### config.mk
export PLATFORM = sky130hd
export DESIGN_NAME = if_fetch
export DESIGN_NICKNAME = d
export VERILOG_FILES = /design/src/rtl/if_fetch.sv
export SDC_FILE = /design/constraint.sdc
export NUM_CORES = 1
export LEC_CHECK = 0
export CORE_ASPECT_RATIO = 0.8
export CORE_MARGIN = 4
export CORE_UTILIZATION = 50
export DETAILED_ROUTE_END_ITERATION = 12
export GPL_ROUTABILITY_DRIVEN = 0
export PLACE_DENSITY = 0.8
export SLEW_MARGIN = 20
export SYNTH_ARGS = -nofsm -noshare
export SYNTH_HDL_FRONTEND = slang
export SYNTH_SLANG_ARGS = --single-unit
### constraint.sdc
create_clock -name clk -period 2.86 [get_ports clk]
set_input_delay 0.429 -clock clk [delete_from_list [all_inputs] [get_ports clk]]
set_output_delay 0.429 -clock clk [all_outputs]
set_load 0.01 [all_outputs]
### src/rtl/if_fetch.sv
// Instruction-fetch stage: gathers a 32-bit instruction one byte per granted
// cycle over the shared byte-wide memory port and hands it to decode.
module if_fetch #(
   parameter logic [31:0] RESET_PC = 32'h0
) (
   input  logic        clk,
   input  logic        rst,
   input  logic        stall_i,
   input  logic        jump_i,
   input  logic [31:0] jump_addr_i,
   input  logic        mem_grant_i,
   input  logic [7:0]  mem_din_i,
   output logic        mem_req_o,
   output logic [31:0] mem_addr_o,
   output logic [31:0] if_pc_o,
   output logic [31:0] if_inst_o,
   output logic        if_valid_o
);

   typedef enum logic {FETCH, HOLD} state_t;

   state_t      state;
   logic [31:0] pc;
   logic [31:0] asm_buf;
   logic [31:0] next_buf;
   logic [2:0]  issue_cnt;
   logic [2:0]  recv_cnt;
   logic        pend;
   logic        issue;

   // A redirect suppresses the request in its own cycle so no stale byte is issued.
   assign mem_req_o  = rst && (state == FETCH) && (issue_cnt < 3'd4) && !jump_i;
   assign mem_addr_o = pc + {29'd0, issue_cnt};
   assign issue      = mem_req_o && mem_grant_i;

   // Buffer with the arriving byte merged in, so completion can load the full word.
   always_comb begin
      next_buf = asm_buf;
      next_buf[{recv_cnt[1:0], 3'b000} +: 8] = mem_din_i;
   end

   always_ff @(posedge clk) begin
      if (!rst) begin
         state      <= FETCH;
         pc         <= RESET_PC;
         issue_cnt  <= 3'd0;
         recv_cnt   <= 3'd0;
         pend       <= 1'b0;
         asm_buf    <= 32'd0;
         if_valid_o <= 1'b0;
         if_inst_o  <= 32'd0;
         if_pc_o    <= 32'd0;
      end else if (jump_i) begin
         state      <= FETCH;
         pc         <= jump_addr_i;
         issue_cnt  <= 3'd0;
         recv_cnt   <= 3'd0;
         pend       <= 1'b0;
         if_valid_o <= 1'b0;
      end else begin
         case (state)
            FETCH: begin
               pend <= issue;
               if (issue)
                  issue_cnt <= issue_cnt + 3'd1;
               if (pend) begin
                  asm_buf  <= next_buf;
                  recv_cnt <= recv_cnt + 3'd1;
                  if (recv_cnt == 3'd3) begin
                     if_inst_o  <= next_buf;
                     if_pc_o    <= pc;
                     if_valid_o <= 1'b1;
                     state      <= HOLD;
                  end
               end
            end
            HOLD: begin
               pend <= 1'b0;
               if (!stall_i) begin
                  if_valid_o <= 1'b0;
                  pc         <= pc + 32'd4;
                  issue_cnt  <= 3'd0;
                  recv_cnt   <= 3'd0;
                  state      <= FETCH;
               end
            end
            default: state <= FETCH;
         endcase
      end
   end

endmodule

==> impl_metrics.yaml <==
synth:
  synth-seq-cells: 137
  synth_nets: 807
  yosys.area.top_type: "dfxtp_1"
  ys.flop_type: "dfxtp_1"
  yosysSeqAreaShare: 0.439
  yosys-top-cells-area: "dfxtp_1 44%, o21ai_0 7.3%, nand2_1 6.7%"
  ys_warn_count: 0
  synth_cell_types: 42
  synthCells: 750
  syn_area_sq_um: 6240
  postSynthAreaPerCell_sq_um: 8.32
  synth-async-reset-ratio: 0
  synth_enable_flop_cells: 0
  synth_top_area_share: 0.439
global_routing:
  grt_antenna_before_repair: 0
  grt_max_degree: 129
  overflow: 0
  grt_use_total: 0.272
  grt_pass1_vias: 6190
  grt_pass1_wl_microns: 31500
placement:
  placed_cells: 1051
  hpwlAfterDp_microns: 13500
  port_buffers: 142
pwr:
  max-vdd-ir-drop_mv: 0.459
  power.density_nw_per_um2: 534
  p_leak_uw: 0.00341
clock_tree:
  cts_buffers: 17
  clockBufferDepth: 2
  clk_pin_slew_ns: 0.05
  clkSinkCount: 137
  clkLatencyLatePin_ns: 0.41
  cts_tree: "built"
  htreeDepth: 4
  cts-root-buf: "clkbuf_16"
floorplanning:
  die_area_sq_um: 14300
  io_pins: 143
  core_sq_um: 12200
  row_count: 36
  die_y_microns: 108
  die_w_microns: 133
  initial_core_util: 0.511
hold_path:
  holdCritPathClass: "flip-flop to flip-flop"
routing:
  ant_nets: 0
  vias: 6247
  drc: 0
  drt_first_pass_iters: 7
  routed_via_density: 5.75
  wirelength_microns: 19900
  initialDrtViolationCount: 737
  detail_route.wl_per_cell_microns: 18.3
worst_setup_path:
  crit_buf_inv: 2
  crit_path_max_incr_delay_ns: 0.41
  critPathRequiredTime_ns: 2.43
  path_cells: "ha_4 > fa_2 > a21o_1 > nand4_1 > nor3_4 > buf_6 > nand3_2 > xnor2_2 > buf_2"
  cp_top_family: "simple AND/OR/NAND/NOR gates"
  crit_fanout: 4
  critPathLaunchType: "flip-flop"
  crit_path_top_delay_cell: "nor3_4"
  path_class: "flip-flop to output port"
  end_kind: "output port"
  critPathArrivalTime_ns: 2.47
finish:
  fin_util: 0.715
  drive_above_1_share: 0.148
  area_delta_synth_final_pct: 39.9
  nFillCells: 909
  nets: 959
  final_cells: 1086
  antennaDiodeCount: 0
timing:
  max_slew_margin: 0.301
  tightest_slew_ns: 1.05
  slew_viol_final: 0
  timing.fmax_ghz: 0.345
  finClkSkew_ns: 0.00728
  rsz0062_at_grt: "true"
  worst_slack_ns: -0.0350
  post-route-min-period_ns: 2.89
  hold_viol_final: 0
  setup_viol: 4
  fin_crit_sh: 1.01
run:
  max_cap_viol_count: 0
run_status:
  failed_checks: "negative setup slack"
  status: "finished, violations left"
-- repair_timing --
item,in CTS,in global routing
gates cloned,0,0
pin swaps,5,11
resized for setup,59,40
setup endpoints to repair,26,18
setup buffers,2,3
hold buffers,0,0
-- synth_stat cells (10+ instances only) --
library cell	instances
nor3_1	18
dfxtp_1	137
o21ai_0	91
xnor2_1	34
a221oi_1	32
buf_2	12
a21oi_1	66
ha_1	11
nand3_1	10
clkbuf_1	47
xor2_1	23
a21boi_0	32
nand2_1	111
nor2_1	49
-- stage by stage --
step / instance area (sq um) / total power, uW / worst slack [ns] / hold slack [ns] / setup TNS [ns]
after floorplan: 6240 / 2230 / 0.447 / 0.454 / 0
after global placement: 8020 / 2430 / 0.0534 / 0.452 / 0
after detailed placement: 8020 / 2440 / 0.0140 / 0.458 / 0
after CTS: 8680 / 4680 / 0.0144 / 0.465 / 0
after global routing: 8730 / 4830 / -0.141 / 0.487 / -0.731
final: 8730 / 4670 / -0.0350 / 0.467 / -0.0965
-- final timing paths --
path	start	to	slack, ns	depth (start not counted)
max	issue_cnt[0]$_SDFFE_PP0P_	mem_addr_o[16]	-0.03	9
min	if_pc_o[20]$_SDFFE_PN0P_	if_pc_o[20]$_SDFFE_PN0P_	0.47	2
max reg2reg	state$_SDFF_PP0_	if_inst_o[10]$_SDFFE_PN0P_	0.57	5
min reg2reg	if_pc_o[20]$_SDFFE_PN0P_	if_pc_o[20]$_SDFFE_PN0P_	0.47	2
-- sequential cells by signal (all words and copies together) (netlist names) --
signal,count
if_valid_o,1
pc,32
pend,1
asm_buf,32
if_pc_o,32
issue_cnt,3
recv_cnt,3
if_inst_o,32
state,1
-- power breakdown --
group | internal (uW) | switching [uW]
sequential | 1960 | 48.3
clock | 1480 | 781
combinational | 191 | 210
total | 3630 | 1040
-- logic make-up after synthesis --
group	share of synthesized area
and+or+nand+nor	0.186
AOI/OAI and AO/OA	0.220
DFF	0.439
buffers and inverters	0.0465
xor gates and xnor gates	0.0800
adders and majority gates	0.0253
muxes	0.00321
-- metal layers --
metal  track usage  share of wire
met1         0.359           0.43
met3        0.0800          0.084
met4         0.102          0.025
met2         0.425           0.46
met5             0              0
-- placed cells by master, fill, tap and decap left out, types with 4 or more instances in the layout --
cell and count:
xnor2_1 32, a221oi_1 32, dfxtp_2 4, nand2_1 110
nor4_1 4, o21ai_0 91, buf_4 52, nor2_1 48
xor2_1 22, inv_1 8, clkdlybuf4s50_1 114, nor2b_1 5
nand2b_1 4, clkbuf_2 6, dfxtp_1 132, nor3_1 15
nand3_1 9, dlygate4sd2_1 6, nand4_2 4, a21oi_1 66
nand4_1 9, ha_1 9, a21boi_0 32, bufinv_16 4
clkbuf_16 17, clkbuf_1 6, nor4_2 5, buf_2 9
-- cell type report --
type	count	area (sq um)	area share
clock inverters	8	144	0.0165
inverters	10	37.5	0.00430
repair buffers	196	1770	0.203
multi-input cells	540	3360	0.384
flip-flops and latches	137	2750	0.315
well taps	171	214	0.0245
clock buffers	24	462	0.0529
-- tightest hold or removal path, cell delays in order (launching register included) --
cell,delay [ns]
dfxtp_1,0.30
nand2_1,0.04
a21boi_0,0.06
Note: power is estimated with default switching activity, not from simulation.
